$ cat src/rtl/register_file.sv
// ---------------------------------------------------------------------------
// register_file
//
// General-purpose register file with one synchronous write port and two
// independent, registered read ports. It sits between instruction decode
// and the ALU. On each clock edge it supplies two operands and accepts one
// write-back.
//
// Parameters
//   DATA_WIDTH : width of each register and of In / OutA / OutB
//   ADDR_WIDTH : address width
//   DEPTH      : number of registers; must equal 2**ADDR_WIDTH
//
// Ports
//   clk       : system clock; all state updates on the rising edge
//   rst       : asynchronous, active-high reset; clears array and outputs
//   In        : write data
//   address_w : write address
//   enable_w  : write enable
//   address_a : read port A address
//   enable_a  : read port A enable; OutA holds while low
//   address_b : read port B address
//   enable_b  : read port B enable; OutB holds while low
//   OutA      : registered read data, port A (1-cycle latency)
//   OutB      : registered read data, port B (1-cycle latency)
//
// Configuration
//   REGFILE_WR_BYPASS_EN : when defined, a read that hits the address being
//                          written at the same edge returns the new data (In).
//                          When undefined (default), the read returns the old
//                          contents, and the new value is visible one edge later.
//
// Entry 0 is an ordinary register. There is no hardwired zero.
// ---------------------------------------------------------------------------
module register_file #(
  parameter int DATA_WIDTH = 32,
  parameter int ADDR_WIDTH = 5,
  parameter int DEPTH      = 32
) (
  input  logic                  clk,
  input  logic                  rst,
  input  logic [DATA_WIDTH-1:0] In,
  input  logic [ADDR_WIDTH-1:0] address_w,
  input  logic                  enable_w,
  input  logic [ADDR_WIDTH-1:0] address_a,
  input  logic                  enable_a,
  input  logic [ADDR_WIDTH-1:0] address_b,
  input  logic                  enable_b,
  output logic [DATA_WIDTH-1:0] OutA,
  output logic [DATA_WIDTH-1:0] OutB
);

  logic [DATA_WIDTH-1:0] mem [DEPTH];

  // Data that each port captures at the next edge if it is enabled.
  logic [DATA_WIDTH-1:0] rd_data_a;
  logic [DATA_WIDTH-1:0] rd_data_b;

  // -------------------------------------------------------------------------
  // Write port
  // -------------------------------------------------------------------------
  always_ff @(posedge clk or posedge rst) begin
    if (rst) begin
      // NOTE: every entry must clear asynchronously, so the array is built
      // from resettable flops rather than inferred as a RAM macro, which has
      // no reset.
      for (int i = 0; i < DEPTH; i++) begin
        mem[i] <= '0;
      end
    end else if (enable_w) begin
      // NOTE: use non-blocking assignments for all state. The read ports
      // then sample the pre-edge contents, which gives the "old data"
      // collision behaviour without any extra logic.
      mem[address_w] <= In;
    end
  end

  // -------------------------------------------------------------------------
  // Read data selection (array lookup, plus optional write forwarding)
  // -------------------------------------------------------------------------
  always_comb begin
    // NOTE: assign defaults first so that no path leaves a signal
    // unassigned. An unassigned path would infer a latch.
    rd_data_a = mem[address_a];
    rd_data_b = mem[address_b];
`ifdef REGFILE_WR_BYPASS_EN
    // Forward the write data so a same-edge read sees the new value.
    if (enable_w && (address_w == address_a)) begin
      rd_data_a = In;
    end
    if (enable_w && (address_w == address_b)) begin
      rd_data_b = In;
    end
`else
    // No forwarding. A same-edge read returns the old contents, which is
    // exactly what the pre-edge array already provides.
`endif
  end

  // -------------------------------------------------------------------------
  // Registered read ports. Each holds its value while its enable is low.
  // -------------------------------------------------------------------------
  always_ff @(posedge clk or posedge rst) begin
    if (rst) begin
      OutA <= '0;
    end else if (enable_a) begin
      OutA <= rd_data_a;
    end
  end

  always_ff @(posedge clk or posedge rst) begin
    if (rst) begin
      OutB <= '0;
    end else if (enable_b) begin
      OutB <= rd_data_b;
    end
  end

endmodule

$ cat config.mk
export PLATFORM = sky130hd
export DESIGN_NAME = register_file
export DESIGN_NICKNAME = d
export VERILOG_FILES = /design/src/rtl/register_file.sv
export SDC_FILE = /design/constraint.sdc
export NUM_CORES = 2
export LEC_CHECK = 0
export ABC_AREA = 1
export ABC_CLOCK_PERIOD_IN_PS = 60200
export BUFFER_PORTS_ARGS = -buffer_cell sky130_fd_sc_hd__buf_2
export CAP_MARGIN = 20
export CORE_AREA = 2 2 363 365
export DETAILED_ROUTE_END_ITERATION = 10
export DIE_AREA = 0 0 365 367
export PLACE_DENSITY_LB_ADDON = 0.3
export SLEW_MARGIN = 40
export SYNTH_ARGS = -nofsm -noshare
export SYNTH_HDL_FRONTEND = slang
export SYNTH_SLANG_ARGS = --single-unit
$ cat constraint.sdc
create_clock -name clk -period 60.2 [get_ports clk]
set_input_delay 6.02 -clock clk [delete_from_list [all_inputs] [get_ports clk]]
set_output_delay 6.02 -clock clk [all_outputs]
set_load 0.01 [all_outputs]
# ---- Yosys cells after proc, flatten, opt, wreduce, memory -nomap -nowiden
# Index checks and enable logic that the tools add are counted.
# W data, S select, Z words.
dict set report totals {
  regBits 1088
  in_bits 52
  out_inout_bits 64
  wordCells 51
}
dict set report classes {
  n_lt_le_gt_ge 4
  mux 9
  bitwise_logic 3
  n_reduce_logical 1
}
# operator count
set op_table {}
lappend op_table {{$bwmux W1024} 1}
lappend op_table {{$bmux W32 S5} 2}
lappend op_table {{$demux W32 S5} 1}
lappend op_table {{$mux W32} 5}
lappend op_table {{$ge A6 B6 Y1 const B} 3}
lappend op_table {{$not A5 Y6} 3}
lappend op_table {{$lt A6 B1 Y1 const B} 1}
lappend op_table {{$logic_and A1 B1 Y1} 1}

# ---- Logic depth before layout (Yosys ltp)
dict set report depth {
  word_depth 6
  mapped_depth 12
  depth_no_buf 9
}

# ---- Least setup slack after synthesis
# No wires, ideal clock.
dict set report synth_timing {
  kind {input to register}
  start {input port address_a[0]}
  end {register OutA[0]}
  setup_time_ns 0.066
  arrival_ns 7.307
  required_ns 60.134
  setup_slack_ns 52.827
  stages 12
  n_path_buf 3
  path_cell_list {buf_2 > inv_2 > clkbuf_1 > clkbuf_1 > nand2_1 > nand3_1 > nand3_1 > nand2_1 > nand2_1 > nand3_1 > nand3_1 > nand2_1}
}
dict set report synth_via {
  elab_chain_len 4
}
# item line
set synth_rtl {}
lappend synth_rtl {{start, declared} 45} ;# input logic [ADDR_WIDTH-1:0] address_a,
lappend synth_rtl {{$not A5 Y6 (implied by the code)} 84} ;# rd_data_a = mem[address_a];
lappend synth_rtl {{$bmux W32 S5} 84}
lappend synth_rtl {{$mux W32 (implied by the code) (2 in a row)} 84}
lappend synth_rtl {{end signal, assigned} 107} ;# OutA <= rd_data_a;
lappend synth_rtl {{end, declared} 49} ;# output logic [DATA_WIDTH-1:0] OutA,
# No other way between the ends. The select of a mux whose other input is x is not followed.
# A chain may end at the register's enable or synchronous reset.

==> flow_summary.json <==
{
  "ys_warn_count": 0,
  "overflow": 0,
  "fin_crit_sh": 0.159,
  "numCtsBuffers": 121,
  "p_int_mw": 1.48,
  "crit_type": "in2async",
  "wl_met1_mm": 89.3,
  "tns_ns": 0,
  "vias": 59200,
  "fp.dieArea_sq_um": 134000,
  "timing.fmax_mhz": 105,
  "met3_length_mm": 31.9,
  "clock_latency_ns": 0.74,
  "met2_length_mm": 95.5,
  "syn_avg_cell_area_sq_um": 6.94,
  "grt_pass1_wl_mm": 345,
  "setup_viol": 0,
  "syn_area_sq_um": 58200,
  "critPathLaunchType": "input pin",
  "synth_commonest_cells": "nand2_1, nand3_1, dfrtp_1",
  "drtAntennaViolNets": 0,
  "clk_pin_slew_ns": 0.06,
  "p_sw_mw": 0.679,
  "wl_per_cell_microns": 23.4,
  "finalHoldViolCount": 0,
  "post_cts_buffers": 0,
  "required_ns": 60.98,
  "cts_tree": "yes",
  "skew_ns": 0.0335,
  "synth_nets": 8438,
  "seqPwrFrac": 0.451,
  "fin_cells": 9830,
  "ys.flop_type": "dfrtp_1",
  "port_buffers": 115,
  "outcome": "finished, final reports clean",
  "top_layer": "met5",
  "synth_top_area_frac": 0.468,
  "synth_most_common_cell": "nand2_1",
  "drive_gt1_frac": 0.0605,
  "tightestPinTransition_ns": 0.912,
  "synth-edff-count": 0,
  "place_inst": 9607,
  "hpwl_mm": 111,
  "crit_path_end_kind": "asynchronous set/reset pin",
  "cts_buffer_depth": 3,
  "finalWorstPathRequiredPeriod_ns": 9.56,
  "routed_wl_mm": 230,
  "routed_via_density": 6.03,
  "yosysTopAreaCell": "dfrtp_1",
  "yosys.cell_types.count": 16,
  "die_w_microns": 365,
  "netlist_instances": 8386,
  "cap_viol_max_count": 0,
  "synth.area.top_cells": "dfrtp_1, nand2_1, nand3_1",
  "worst_slew_margin_rel": 0.392,
  "p_clk_frac": 0.364,
  "whs_ns": 0.473,
  "critical_path.max_fanout": 96,
  "h-tree-depth": 3,
  "rsz0062_at_grt": "false",
  "dr.pass1.iters": 8,
  "grt_pass1_vias": 55300,
  "powerDensity_nw_per_um2": 33.7,
  "vdd_drop_max_mv": 0.0260,
  "ys_ff_latch": 1088,
  "antenna_found_initial": 9,
  "grt_usage": 0.337,
  "postSynth.asyncResetShare": 1.00,
  "cts_hold_buf": 0,
  "num_io_pins": 116,
  "ctsRootBufferMaster": "clkbuf_16",
  "cts-resized-gates": 0,
  "drtIter0Drc": 8138,
  "grt_max_degree": 158,
  "nNetsFinal": 8029,
  "hold_class": "reg2reg",
  "initial_core_util": 0.446,
  "die_y_microns": 367,
  "total_power_mw": 2.16,
  "cp_data_arrival_time_ns": 10.34,
  "cts_sinks": 1088,
  "coreArea_sq_um": 130000,
  "routabilityCongestion": 0.835,
  "area_growth_pct": 9.89,
  "row_count": 133,
  "yosysSeqAreaShare": 0.468,
  "p_leak_nw": 29.8,
  "drv_slew": 0,
  "drc": 0,
  "comb_power_share": 0.185,
  "p_sw_frac": 0.314
}
-- stage by stage --
step                      utilization  instance area (sq um)  setup WS, ns
after floorplan                     -                  58200         23.55
after global placement          0.453                  59000         48.65
after detailed placement        0.457                  59700         49.30
after CTS                       0.490                  63900         50.08
after global routing            0.490                  64000         50.06
final                           0.490                  64000         50.64
-- area by class of cell --
| class | count | area [sq um] |
|---|---|---|
| diodes | 4 | 10.0 |
| flip-flops and latches | 1088 | 27200 |
| fillers | 12800 | 66500 |
| well taps | 1755 | 2200 |
| clock buffers | 175 | 3560 |
| clock inverters | 42 | 618 |
| repair buffers | 206 | 1620 |
| inverters | 52 | 275 |
| multi-input cells | 6508 | 28500 |
-- flip-flops by register name (all words and copies together), names as in the netlist --
name and flops:
OutA 32, OutB 32, mem 1024
-- worst max-delay path: stages --
cell and delay (ns):
buf_2 0.13, inv_8 0.45, buf_12 0.40, buf_6 0.57, buf_4 0.67, buf_6 0.55, buf_6 0.55, buf_4 0.70
-- cell usage in the layout (no fill, tap or decap) --
master and instances:
nand3_1 1728, clkbuf_1 24, buf_2 112, nand2_1 3648, buf_6 33, nand2_4 1, buf_4 45, inv_12 4
nor4_4 2, clkinvlp_4 4, nand2_8 29, inv_1 5, clkinv_1 2, clkinv_2 19, nor2_1 64, dfrtp_1 1088
a21oi_1 64, inv_6 2, o21ai_0 960, bufinv_16 15, nor3_2 9, inv_2 36, clkbuf_8 27, clkinv_4 4
nor3_4 3, clkbuf_16 124, clkinv_8 1, inv_8 2, buf_16 6, diode_2 4, buf_12 6, buf_8 4
-- routing by layer --
layer,track usage,vias to the layer above
met4,0.171,10
met3,0.0966,756
li1,-,26600
met1,0.454,28000
met2,0.493,3900
met5,0,-
-- final timing paths --
| path | from | end | slack, ns | cells after the start |
|---|---|---|---|---|
| worst max-delay path | rst | mem[960] | 50.64 | 8 |
| worst min-delay path | OutB[9] | OutB[9] | 0.47 | 2 |
| worst max register to register | mem[287] | OutA[31] | 58.68 | 8 |
| worst min register to register | OutB[9] | OutB[9] | 0.47 | 2 |
| max in group clk | address_a[0] | OutA[30] | 50.84 | 12 |
| min in group asynchronous | rst | OutA[24] | 5.39 | 2 |
-- logic make-up (layout without fill, tap and decap cells) --
logic type / Yosys count / after routing / share of synthesized area
AND/OR/NAND/NOR: 5484 / 5484 / 0.393
buffers and inverters: 790 / 475 / 0.0514
flip-flops: 1088 / 1088 / 0.468
AO/OA/AOI/OAI: 1024 / 1024 / 0.0880
other: 0 / 4 / 0
-- power by group through the flow --
stage | Combinational (mW) | Clock (mW) | Sequential (mW)
4_1_cts | 0.391 | 0.792 | 0.970
3_5_place_dp | 0.390 | 0 | 0.981
6_report | 0.399 | 0.787 | 0.974
3_3_place_gp | 0.375 | 0 | 0.976
5_1_grt | 0.453 | 0.823 | 0.992
2_1_floorplan | 0.288 | 0 | 0.963
Power figures use the tool's default switching activity.
